[config.mk]
export PLATFORM = sky130hd
export DESIGN_NAME = code_entry_ctrl
export DESIGN_NICKNAME = d
export VERILOG_FILES = /design/src/rtl/code_entry_ctrl.sv
export SDC_FILE = /design/constraint.sdc
export NUM_CORES = 1
export LEC_CHECK = 0
export CAP_MARGIN = 20
export CORE_UTILIZATION = 45
export CTS_CLUSTER_DIAMETER = 60
export DETAILED_ROUTE_END_ITERATION = 16
export PLACE_DENSITY = 0.66
export SLEW_MARGIN = 20
export SYNTH_ARGS = -nofsm -noshare
export SYNTH_HDL_FRONTEND = slang
export SYNTH_SLANG_ARGS = --single-unit
[constraint.sdc]
create_clock -name CLK -period 2.55 [get_ports CLK]
set_input_delay 0.765 -clock CLK [delete_from_list [all_inputs] [get_ports CLK]]
set_output_delay 0.765 -clock CLK [all_outputs]
set_load 0.02 [all_outputs]
[src/rtl/code_entry_ctrl.sv]
// Electronic-lock code logic: collects BCD key pulses, checks them against a stored
// password, supports password change while open and a timed lockout after repeated failures.
module code_entry_ctrl #(
    parameter int                   DIGITS      = 4,
    parameter int                   MAXFAIL     = 3,
    parameter int                   LOCKOUT_CYC = 1000000,
    parameter logic [4*DIGITS-1:0]  INIT_PW     = 16'h1234
) (
    input  logic                          CLK,
    input  logic                          RST,
    input  logic [9:0]                    key,
    input  logic                          enter,
    input  logic                          clear,
    input  logic                          set,
    output logic [4*DIGITS-1:0]           disp,
    output logic [$clog2(DIGITS+1)-1:0]   ndig,
    output logic                          open,
    output logic                          alarm,
    output logic                          err
);

    localparam int W  = 4 * DIGITS;
    localparam int NW = $clog2(DIGITS + 1);
    localparam int FW = (MAXFAIL > 1) ? $clog2(MAXFAIL) : 1;
    localparam int TW = (LOCKOUT_CYC > 1) ? $clog2(LOCKOUT_CYC) : 1;

    localparam logic [NW-1:0] FULL       = NW'(DIGITS);
    localparam logic [FW-1:0] FAIL_LAST  = FW'(MAXFAIL - 1);
    localparam logic [TW-1:0] TIMER_INIT = TW'(LOCKOUT_CYC - 1);

    typedef enum logic [1:0] {
        LOCKED  = 2'd0,
        OPEN    = 2'd1,
        SETPW   = 2'd2,
        LOCKOUT = 2'd3
    } state_t;

    state_t          state, state_n;
    logic [W-1:0]    pw, pw_n;
    logic [W-1:0]    disp_n;
    logic [NW-1:0]   ndig_n;
    logic [FW-1:0]   failcnt, failcnt_n;
    logic [TW-1:0]   timer, timer_n;
    logic            err_n;

    function automatic logic [3:0] key_digit(input logic [9:0] k);
        logic [3:0] d;
        d = '0;
        for (int i = 0; i < 10; i++) begin
            if (k[i]) d = 4'(i);
        end
        return d;
    endfunction

    assign open  = (state == OPEN) || (state == SETPW);
    assign alarm = (state == LOCKOUT);

    always_ff @(posedge CLK or negedge RST) begin
        if (!RST) begin
            state   <= LOCKED;
            pw      <= INIT_PW;
            disp    <= '0;
            ndig    <= '0;
            failcnt <= '0;
            timer   <= '0;
            err     <= 1'b0;
        end else begin
            state   <= state_n;
            pw      <= pw_n;
            disp    <= disp_n;
            ndig    <= ndig_n;
            failcnt <= failcnt_n;
            timer   <= timer_n;
            err     <= err_n;
        end
    end

    // Only the highest-priority event (clear > enter > set > key) is acted on each cycle.
    always_comb begin
        state_n   = state;
        pw_n      = pw;
        disp_n    = disp;
        ndig_n    = ndig;
        failcnt_n = failcnt;
        timer_n   = timer;
        err_n     = 1'b0;

        case (state)
            LOCKOUT: begin
                disp_n = '0;
                ndig_n = '0;
                if (timer == '0) begin
                    state_n = LOCKED;
                end else begin
                    timer_n = timer - TW'(1);
                end
            end
            default: begin
                if (clear) begin
                    disp_n = '0;
                    ndig_n = '0;
                end else if (enter) begin
                    disp_n = '0;
                    ndig_n = '0;
                    if (state == LOCKED) begin
                        if ((ndig == FULL) && (disp == pw)) begin
                            state_n   = OPEN;
                            failcnt_n = '0;
                        end else begin
                            err_n = 1'b1;
                            if (failcnt == FAIL_LAST) begin
                                state_n   = LOCKOUT;
                                timer_n   = TIMER_INIT;
                                failcnt_n = '0;
                            end else begin
                                failcnt_n = failcnt + FW'(1);
                            end
                        end
                    end else if (state == OPEN) begin
                        state_n = LOCKED;
                    end else begin
                        if (ndig == FULL) begin
                            pw_n    = disp;
                            state_n = OPEN;
                        end else begin
                            err_n = 1'b1;
                        end
                    end
                end else if (set) begin
                    // A fresh entry buffer is used for the new password.
                    if (state == OPEN) begin
                        state_n = SETPW;
                        disp_n  = '0;
                        ndig_n  = '0;
                    end
                end else if ($onehot(key) && (ndig != FULL)) begin
                    disp_n = (disp << 4) | W'(key_digit(key));
                    ndig_n = ndig + NW'(1);
                end
            end
        endcase
    end

endmodule
[Word level (Yosys, flattened, before mapping)]
Index checks and enable logic that the tools add are counted.
Operators by class
  add/sub/neg operators: 12
  mux-type cells: 53
  reductions and logical operators: 17
  equality and inequality tests: 14
  bitwise operators: 5
Operators with widths (number)
  two-way mux 20 bit: 7
  two-way mux 16 bit: 6
  two-way mux 4 bit: 13
  two-way mux 2 bit: 13
  logical NOT 20 bit: 1
  subtractor 20 x 1 -> 20 bit (second input constant): 1
  two-way mux 3 bit: 6
  AND reduction 6 bit: 3
  equality test 16 bit: 1
  bitwise OR 16 x 4 -> 16 bit: 1
  adder 1 x 1 -> 2 bit: 5
  != test 5 x 3 -> 1 bit (second input constant): 2
  two-way mux 1 bit: 8
  adder 2 x 2 -> 3 bit: 2
  equality test 2 bit (second input constant): 3
  nonzero test 2 bit: 3
  nonzero test 3 bit: 2
  nonzero test 5 bit: 1
  adder 3 x 3 -> 4 bit: 1
  adder 4 x 2 -> 4 bit: 1
  equality test 4 x 1 -> 1 bit (second input constant): 1
  != test 2 x 1 -> 1 bit (second input constant): 2
  != test 2 bit (second input constant): 2
  NOT 1 bit: 4
  11 further kinds: 12
Word-level totals
  input port bits: 15
  output and inout port bits: 22
  word-level logic and storage cells: 108
  register bits: 60

[Logic depth before layout (Yosys ltp)]
Gate-level depths: netlist of run 1.
  depth in word-level cells: 20
  gate-level depth with buffers: 16
  depth with buffers taken out: 14

[Worst setup path after synthesis of run 1]
Ideal clock, no wire load.
  kind: input-to-reg
  from: in key[0]
  to: reg disp[10]
  path slack: -1740 ps
  cell stages on the path: 15
  setup time: 66 ps
  required time: 2484 ps
  arrival: 4224 ps
  cell sequence: fa_1 -> fa_1 -> inv_1 -> fa_1 -> inv_1 -> ha_1 -> inv_1 -> fa_1 -> a2111oi_0 -> a21oi_1 -> nor4_1 -> and2_0 -> clkbuf_1 -> buf_2 -> a22o_1
Between the ends
  cells in the longest elaborated chain, start to end: 8
RTL lines
  start: declaration: line 11  | input logic [9:0] key,
  adder 1 x 1 -> 2 bit (not written as such): line 136  | end else if ($onehot(key) && (ndig != FULL)) begin
  adder 2 x 2 -> 3 bit (not written as such): line 136
  adder 3 x 3 -> 4 bit (not written as such): line 136
  adder 4 x 2 -> 4 bit (not written as such): line 136
  equality test 4 x 1 -> 1 bit: line 136
  logical AND 1 bit: line 136
  nonzero test 5 bit (no line)
  AND reduction 2 bit (no line)
  end signal: assignment: line 70  | disp <= disp_n;
  end: declaration: line 15  | output logic [4*DIGITS-1:0] disp,
No other way between the ends.
A chain may end at the register's enable or synchronous reset.

[Final worst setup path of run 1]
  from: in key[9]
  to: reg ndig[0]
Between the ends
  cells in the longest elaborated chain, start to end: 6
RTL lines
  adder 1 x 1 -> 2 bit (not written as such): line 136
  adder 4 x 2 -> 4 bit (not written as such): line 136
  equality test 4 x 1 -> 1 bit: line 136
  logical AND 1 bit: line 136
  nonzero test 5 bit (no line)
  AND reduction 2 bit (no line)
  end signal: assignment: line 71  | ndig <= ndig_n;
  end: declaration: line 16  | output logic [$clog2(DIGITS+1)-1:0] ndig,
No other way between the ends.

==> flow_summary.yaml, run 1 <==
outcome:
  outcome: "finished, violations left"
  violations: "setup timing"
timing:
  rsz0062_at_grt: "true"
  fin_crit_ns: 3.84
  skew_ns: 0.0162
  hold_viol_final: 0
  period_share_pct: 151
  slew_headroom_pct: 63.4
  setup_slack_ns: -1.29
  fmax_mhz: 260
  slew_viol_final: 0
  setup_violations: 19
  worst_slew_pin_slew_ns: 0.545
logic_synthesis:
  ys_ff_latch: 60
  synth_compound_area_share_pct: 15.9
  synthFlopType: "dfrtp_1"
  yosys.area_share.simple_pct: 18.0
  synthAdderAreaFrac_pct: 6.55
  synth_warnings: 0
  syn_avg_cell_area_um2: 10.4
  synth_top_family_by_area: "simple AND/OR/NAND/NOR gates"
  synth_cell_types: 52
  syn_inst: 324
  synth-async-reset-ratio_pct: 100
  synth_mux_area_share_pct: 6.14
  synth_xor_area_share_pct: 4.43
  synth_edf_count: 0
  syn_nets: 353
  syn_area_um2: 3360
  ys_seq_area_share_pct: 44.9
grt:
  grt_pass1_wl_mm: 12.5
  grt_antenna_before_repair: 0
  grt_pass1_vias: 2639
  grt_max_degree: 44
  grt_overflow: 0
  grt_use_total_pct: 20.6
detailed_routing:
  drtPass1Iterations: 4
  drt_iter0_markers: 225
  num_vias: 2679
  ant_nets: 0
  viasPerCell: 5.35
  finalWirelength_mm: 7.20
  wl_per_cell_um: 14.4
  drcViolationCount: 0
clock_tree:
  htree_levels: 3
  cts_root_buf: "clkbuf_8"
  cts_sinks: 60
  clk-insertion-delay-late_ns: 0.34
  cts_tree: "done"
  cts_made_buffers: 9
  path_clk_slew_ns: 0.07
  clock_path_buffers: 2
worst_setup_path:
  path_cells: "buf_6 -> fa_1 -> fa_1 -> inv_1 -> fa_1 -> inv_1 -> ha_2 -> inv_2 -> fa_2 -> nand2_2 -> nor4_4 -> nor2_2 -> buf_4 -> mux2_4"
  max_stage_delay_ns: 0.53
  crit_top_cell: "fa_1"
  endpoint_kind: "register"
  cp_slowest_cell: "fa_1"
  startpoint_type: "primary input"
  cp.arrival_ns: 4.05
  path_class: "primary input to register"
  crit_required_ns: 2.77
  critPathMaxFanout: 5
hold_path:
  hp-class: "primary input to async pin"
cells_and_area:
  syn_to_final_growth_pct: 29.9
  drive_above_1_share_pct: 24.6
  layout.nets: 426
  antenna_cells: 0
  post-route-cell-area_um2: 4370
  layout.cells.most_common: "dfrtp_1"
  final_cell_mix: "dfrtp_1 (55), buf_4 (34), clkdlybuf4s50_1 (28)"
place:
  portBuffers: 36
  postPlaceCellArea_um2: 4100
  hpwl_mm: 5.14
  gp_congestion: 0.824
pwr:
  p_leak_uw: 0.00201
  finalPower_uw: 3410
  peakVddDrop_uv: 585
  pwr_density_cell_nw_per_um2: 781
floorplanning:
  die-area_um2: 7820
  pin_count: 37
  num_rows: 31
  die_h_um: 88.4
  die_x_um: 88.4
  initial_core_util_pct: 46.3
  design.core.area_um2: 7250
flow_run:
  drv_cap: 0
-- worst paths after layout --
kind / slack, ns / cells past startpoint / from / endpoint
setup reg to reg: 0.16 / 9 / timer[0] / timer[8]
min in group CLK: 0.53 / 1 / pw[1] / pw[1]
hold reg to reg: 0.53 / 1 / pw[1] / pw[1]
hold / removal: 0.37 / 1 / RST / disp[15]
max in group asynchronous: 1.55 / 2 / RST / pw[2]
setup / recovery: -1.29 / 14 / key[9] / ndig[0]
-- cell type report --
type	count	area [um^2]
multi-input combinational	230	1790
clock buffer	12	155
inverter	22	82.6
clock inverter	4	47.5
sequential	60	1510
fill	634	2890
timing repair buffer	74	663
tap	99	124
-- timing repair --
action / 4_1_cts / 5_1_grt
resized for setup: 35 / 3
setup endpoints to repair: 20 / 37
gates cloned: 0 / 0
hold buffers: 0 / 0
pin swaps: 8 / 2
buffers inserted: 2 / 1
-- flip-flops by register name, indices dropped and copies added, names as in the netlist --
register and count:
disp 16, err 1, timer 20, failcnt 2, state 2, ndig 3, pw 16
-- stage by stage --
stage	hold WS (ns)	TNS, ns	cells	setup WS, ns	util, %
after floorplan	0.469	-27.52	324	-1.48	-
after global placement	0.505	-41.73	482	-2.05	56.6
after detailed placement	0.511	-43.74	482	-2.17	56.6
after CTS	0.373	-23.54	500	-1.28	59.8
after global routing	0.387	-25.78	501	-1.40	60.2
final	0.370	-23.73	501	-1.29	60.2
-- per-layer routing --
metal | global-route usage [%] | vias to the layer above | share of wire (%)
met3 | 4.01 | 10 | 3.0
met2 | 32.7 | 39 | 46
met1 | 29.2 | 1312 | 50
met5 | 0 | - | 0
met4 | 5.28 | 0 | 0.90
li1 | - | 1318 | -
-- critical path, delay by kind of cell --
kind                       cells  cell delay (ns)
adders and majority gates      5             2.17
and+or+nand+nor                3             0.47
buffers and inverters          5             0.40
muxes                          1             0.26
-- Yosys cell counts (3+ instances only) --
cell type / count / share of area [%]
dfrtp_1: 55 / 41
nor2_1: 24 / 2.7
nand2_1: 23 / 2.6
inv_1: 22 / 2.5
mux2_2: 17 / 5.7
xor2_1: 16 / 4.2
a22o_1: 14 / 3.6
a21oi_1: 13 / 1.9
nor4_1: 11 / 2.0
clkbuf_1: 9 / 1.0
nand2b_1: 9 / 1.7
ha_1: 8 / 3.0
nor3_1: 7 / 1.0
fa_1: 6 / 3.6
nor2b_1: 6 / 1.1
o21ai_0: 6 / 0.89
dfstp_2: 5 / 3.9
nand4_1: 5 / 0.93
o21ai_1: 5 / 0.74
o31ai_1: 5 / 1.1
a31oi_1: 4 / 0.74
nand3_1: 4 / 0.60
o221a_1: 4 / 1.3
or3_1: 4 / 0.74
or4_1: 4 / 0.89
and2_1: 3 / 0.56
o21a_1: 3 / 0.67
-- power breakdown --
part	total, uW	internal, uW	switching [uW]
clock network	873	502	371
registers	1340	1120	223
logic	1190	557	636
total	3410	2180	1230
-- kinds of logic after synthesis --
family                   Yosys count
AND/OR/NAND/NOR                  109
multiplexers                      18
buffers and inverters             34
flip-flops                        60
AO/OA/AOI/OAI                     72
adder cells (fa/ha/maj)           14
XOR/XNOR                          17
No activity file was read; power rests on OpenSTA's default activity.
==> run 2, diff against run 1 <==
--- a/config.mk
+++ b/config.mk
@@ -6,10 +6,9 @@
 export NUM_CORES = 1
 export LEC_CHECK = 0
 export CAP_MARGIN = 20
-export CORE_UTILIZATION = 45
+export CORE_UTILIZATION = 39
 export CTS_CLUSTER_DIAMETER = 60
 export DETAILED_ROUTE_END_ITERATION = 16
-export PLACE_DENSITY = 0.66
 export SLEW_MARGIN = 20
 export SYNTH_ARGS = -nofsm -noshare
 export SYNTH_HDL_FRONTEND = slang
==> constraint.sdc (replaced) <==
create_clock -name CLK -period 3.65 [get_ports CLK]
set_input_delay 1.095 -clock CLK [delete_from_list [all_inputs] [get_ports CLK]]
set_output_delay 1.095 -clock CLK [all_outputs]
set_load 0.02 [all_outputs]
==> run 2 against run 1 <==
Against the previous run:
- the flow still finishes with violations (setup timing)
- first-iteration DRC count down 55%
- largest cell class unchanged
- clock power shrank 36%
- global-route usage shrank 2.8 points
- final area shrank 1.3%
- critical path type unchanged
==> flow_summary.yaml, run 2 (synthesized netlist as in run 1, its figures left out) <==
outcome:
  outcome: "finished, violations left"
  violations: "setup timing"
grt:
  grt_max_degree: 38
  grt_overflow: 0
  grt_use_total_pct: 17.9
  grt_antenna_before_repair: 0
  grt_pass1_vias: 2517
  grt_pass1_wl_mm: 12.2
pwr:
  switchingPower_uw: 871
  intPower_uw: 1470
  power.share.clock_pct: 23.7
  p_seq_share_pct: 40.0
  pwr_density_cell_nw_per_um2: 543
  finalPower_uw: 2340
  peakVddDrop_uv: 407
  power.share.combinational_pct: 36.2
  swShare_pct: 37.2
  p_leak_uw: 0.00194
clock_tree:
  path_clk_slew_ns: 0.07
  clock_path_buffers: 2
  cts_root_buf: "clkbuf_8"
  cts_made_buffers: 9
  holdBufCountCts: 0
  clk-insertion-delay-late_ns: 0.34
  cts_tree: "done"
  htree_levels: 3
  cts_sinks: 60
floorplanning:
  initial_core_util_pct: 40.7
  die_x_um: 94.8
  die-area_um2: 8990
  die_h_um: 94.8
  pin_count: 37
  num_rows: 33
  design.core.area_um2: 8260
cells_and_area:
  largest_register_ffs: 20
  largest_registers: "timer (20), disp (16), pw (16)"
  layout.nets: 412
  antenna_cells: 0
  final_cell_mix: "dfrtp_1 (55), clkdlybuf4s50_1 (29), nor2_1 (23)"
  drive_above_1_share_pct: 22.9
  regMostFlops: "timer"
  syn_to_final_growth_pct: 28.3
  layout.cells.most_common: "dfrtp_1"
timing:
  skew_ns: 0.00718
  fin_crit_ns: 4.28
  worst_slew_pin_slew_ns: 0.841
  period_share_pct: 117
  rsz0062_at_grt: "true"
  hold_viol_final: 0
  slew_viol_final: 0
  fin_hold_ws_ns: 0.512
  setup_violations: 19
  slew_headroom_pct: 44.0
  fmax_mhz: 234
  setup_slack_ns: -0.627
detailed_routing:
  viasPerCell: 5.30
  finalWirelength_mm: 7.17
  drtPass1Iterations: 5
  ant_nets: 0
  wl_per_cell_um: 14.5
  drcViolationCount: 0
  num_vias: 2613
  drt_iter0_markers: 102
worst_setup_path:
  critPathMaxFanout: 5
  path_class: "primary input to register"
  r2r_slack_ns: 1.11
  startpoint_type: "primary input"
  endpoint_kind: "register"
  crit_required_ns: 3.88
  cp.arrival_ns: 4.51
place:
  gp_congestion: 0.819
  hpwl_mm: 4.89
  portBuffers: 36
flow_run:
  drv_cap: 0
hold_path:
  hp-class: "register to register"
## run 2: final cells by class
class | count | area (um^2)
Fill cell | 746 | 3950
Multi-Input combinational cell | 230 | 1800
Sequential cell | 60 | 1510
Timing Repair Buffer | 60 | 604
Clock buffer | 11 | 151
Tap cell | 105 | 131
Inverter | 22 | 82.6
Clock inverter | 5 | 36.3
## run 2: metrics by stage
step | utilization, % | TNS (ns) | cell area [um^2] | worst slack, ns | instances
2_1_floorplan | - | -12.89 | 3390 | -0.711 | 324
3_3_place_gp | 48.0 | -22.99 | 3960 | -1.23 | 470
3_5_place_dp | 48.0 | -25.26 | 3960 | -1.36 | 470
4_1_cts | 51.8 | -10.83 | 4280 | -0.592 | 491
5_1_grt | 52.2 | -14.62 | 4310 | -0.795 | 493
6_report | 52.2 | -11.58 | 4310 | -0.627 | 493
## run 2: worst paths after layout
kind,from,end,cells after the start
max,key[7],disp[13],14
min,timer[17],timer[17],1
max reg2reg,timer[0],timer[8],8
min reg2reg,timer[17],timer[17],1
max in group asynchronous,RST,ndig[2],2
min in group asynchronous,RST,disp[12],1
## run 2: power by group through the flow
stage               clock network (uW)  logic, uW  registers (uW)
floorplan                            0        553             920
global placement                     0        734             945
detailed placement                   0        750             945
CTS                                568        846             935
global route                       600        954             963
finish                             556        849             938
## run 2: metal layers
metal / wire, um / GRT usage, % / vias to the layer above / share of wire, %
li1: - / - / 1296 / -
met1: 3550 / 24.5 / 1255 / 50
met2: 3260 / 27.4 / 55 / 46
met3: 278 / 4.67 / 7 / 3.9
met4: 78 / 6.06 / 0 / 1.1
met5: 0 / 0 / - / 0
## run 2: critical path, stage by stage
cell	delay, ns
buf_8	0.10
fa_1	0.51
fa_1	0.54
inv_2	0.04
fa_1	0.46
inv_1	0.07
ha_2	0.17
inv_2	0.04
fa_2	0.56
nand2_2	0.06
nor4_4	0.35
nor2_4	0.15
buf_12	0.16
a22o_1	0.20
## run 2: repair_timing
item / 4_1_cts / 5_1_grt
gates resized for setup: 39 / 6
pin swaps: 22 / 2
endpoints found under the setup margin: 19 / 19
cloned: 3 / 0
setup buffers: 2 / 3
==> run 3, diff against run 2 <==
--- a/config.mk
+++ b/config.mk
@@ -6,9 +6,12 @@
 export NUM_CORES = 1
 export LEC_CHECK = 0
 export CAP_MARGIN = 20
-export CORE_UTILIZATION = 39
+export CELL_PAD_IN_SITES_DETAIL_PLACEMENT = 1
+export CELL_PAD_IN_SITES_GLOBAL_PLACEMENT = 2
+export CORE_UTILIZATION = 37
 export CTS_CLUSTER_DIAMETER = 60
 export DETAILED_ROUTE_END_ITERATION = 16
+export PLACE_DENSITY_LB_ADDON = 0.1
 export SLEW_MARGIN = 20
 export SYNTH_ARGS = -nofsm -noshare
 export SYNTH_HDL_FRONTEND = slang
==> run 3 against run 2 <==
Against the previous run:
- the run still ends with setup timing left
- global-route usage is 0.66 points higher
- register-to-register slack got worse by 0.14 ns
- worst setup slack better by 0.059 ns
- worst hold slack improved by 0.012 ns
- wire length increased by 11%
- critical path depth unchanged
- final area fell by 2.0%
- utilization down 4.0 points
- clock-buffer cell count unchanged
- clock skew rose by 0.0069 ns
- non-clock buffer count down 4
- largest cell class unchanged
- highest routed layer unchanged
==> flow_summary.yaml, run 3 (synthesized netlist as in run 1, its figures left out) <==
timing:
  setup_violations: 19
  hold_viol_final: 0
  skew_ns: 0.0141
  rsz0062_at_grt: "true"
  fin_crit_ns: 4.22
  setup_slack_ns: -0.568
  fmax_mhz: 237
  slew_headroom_pct: 67.7
  period_share_pct: 116
  tns_ns: -9.95
  worst_slew_pin_slew_ns: 0.481
  slew_viol_final: 0
hold_path:
  min_path_cells: 1
  min-delay-start: "timer[12]"
  hp-class: "register to register"
detailed_routing:
  drtPass1Iterations: 4
  ant_nets: 0
  wl_per_cell_um: 16.1
  num_vias: 2666
  viasPerCell: 5.42
  drcViolationCount: 0
  finalWirelength_mm: 7.94
  drt_iter0_markers: 43
worst_setup_path:
  cp_slowest_cell: "fa_2"
  path_class: "primary input to register"
  critPathMaxFanout: 3
  startpoint_type: "primary input"
  endpoint_kind: "register"
  cp.arrival_ns: 4.43
  reg2reg_from: "timer[0]"
  path_cells: "buf_6 -> fa_1 -> fa_1 -> inv_2 -> fa_1 -> inv_1 -> ha_2 -> inv_2 -> fa_2 -> nand2_2 -> nor4_4 -> nor2_2 -> buf_4 -> mux2_2"
  crit_required_ns: 3.86
  max_stage_delay_ns: 0.56
  worst_r2r_path_depth: 9
  critPathTopFamily: "adder cells"
  crit_top_cell: "fa_1"
  critPathBufInv: 5
  crit_cells: 14
  critPathLaunch: "key[9]"
pwr:
  finalPower_uw: 2400
  p_leak_uw: 0.00190
  peakVddDrop_uv: 208
  pwr_density_cell_nw_per_um2: 569
cells_and_area:
  post-route-cell-area_um2: 4230
  syn_to_final_growth_pct: 25.7
  regMostFlops: "timer"
  layout.nets: 408
  fillers: 988
  antenna_cells: 0
  multiInputGateArea_um2: 1780
  layout.cells.most_common: "dfrtp_1"
  fin_cells: 492
  final_cell_mix: "dfrtp_1 (55), clkdlybuf4s50_1 (29), nor2_1 (23)"
  largest_registers: "timer (20), disp (16), pw (16)"
  regArea_um2: 1510
  largest_register_ffs: 20
  drive_above_1_share_pct: 21.4
clock_tree:
  cts_tree: "done"
  cts_root_buf: "clkbuf_8"
  cts_sinks: 60
  clk-insertion-delay-late_ns: 0.34
  htree_levels: 3
  clock_path_buffers: 2
  cts_made_buffers: 9
  path_clk_slew_ns: 0.06
floorplanning:
  die_h_um: 97.3
  die-area_um2: 9470
  pin_count: 37
  design.core.area_um2: 8760
  initial_core_util_pct: 38.3
  num_rows: 34
  die_x_um: 97.3
grt:
  grt_antenna_before_repair: 0
  grt_pass1_wl_mm: 14.0
  grt_pass1_vias: 2843
  grt_use_total_pct: 18.5
  grt_overflow: 0
  grt_max_degree: 34
place:
  hpwl_mm: 5.72
  gp_congestion: 0.727
  place_inst: 474
  postPlaceCellArea_um2: 3960
  portBuffers: 36
outcome:
  outcome: "finished, violations left"
  violations: "setup timing"
flow_run:
  drv_cap: 0
==> run 3: changes by cell type in the layout (fill, tap and decap cells not counted), sizes merged <==
cell / before / now
inv: 22 / 23
clkbuf: 12 / 11
buf: 30 / 27
bufinv: 0 / 2
clkinvlp: 3 / 1
clkinv: 2 / 1
==> run 3: final timing paths <==
check	end	slack, ns
setup / recovery	ndig[0]	-0.57
hold / removal	timer[12]	0.52
setup reg to reg	timer[8]	0.97
hold reg to reg	timer[12]	0.52
max in group asynchronous	pw[12]	2.25
min in group asynchronous	timer[4]	0.69
==> run 3: area by class of cell <==
| class | count | area share, % |
|---|---|---|
| inverters | 22 | 1.95 |
| repair buffers | 56 | 12.0 |
| clock buffers | 11 | 3.11 |
| flip-flops and latches | 60 | 35.7 |
| clock inverters | 5 | 2.01 |
| multi-input cells | 230 | 42.0 |
| well taps | 108 | 3.20 |
==> run 3: power breakdown <==
part	switching (uW)	internal [uW]
registers	160	783
logic	440	364
clock network	269	389
total	869	1540
==> run 3: metrics by stage <==
step | worst slack [ns] | util (%) | hold slack, ns
after floorplan | -0.711 | - | 0.478
after global placement | -1.29 | 45.2 | 0.507
after detailed placement | -1.37 | 45.2 | 0.516
after CTS | -0.582 | 48.2 | 0.528
after global routing | -0.693 | 48.2 | 0.546
final | -0.568 | 48.2 | 0.524
==> run 3: timing repair <==
action | in CTS | in global routing
setup endpoints to repair | 19 | 19
gates cloned | 1 | 0
hold endpoints to repair | 0 | 0
buffers inserted | 1 | 0
pin swaps | 10 | 0
resized for setup | 39 | 0
hold buffers | 0 | 0
==> run 3: layer usage <==
| layer | up-vias | track usage [%] | share of wire, % |
|---|---|---|---|
| li1 | 1274 | - | - |
| met1 | 1355 | 24.0 | 46 |
| met2 | 31 | 31.4 | 51 |
| met3 | 6 | 3.53 | 2.3 |
| met4 | 0 | 5.77 | 0.74 |
| met5 | - | 0 | 0 |
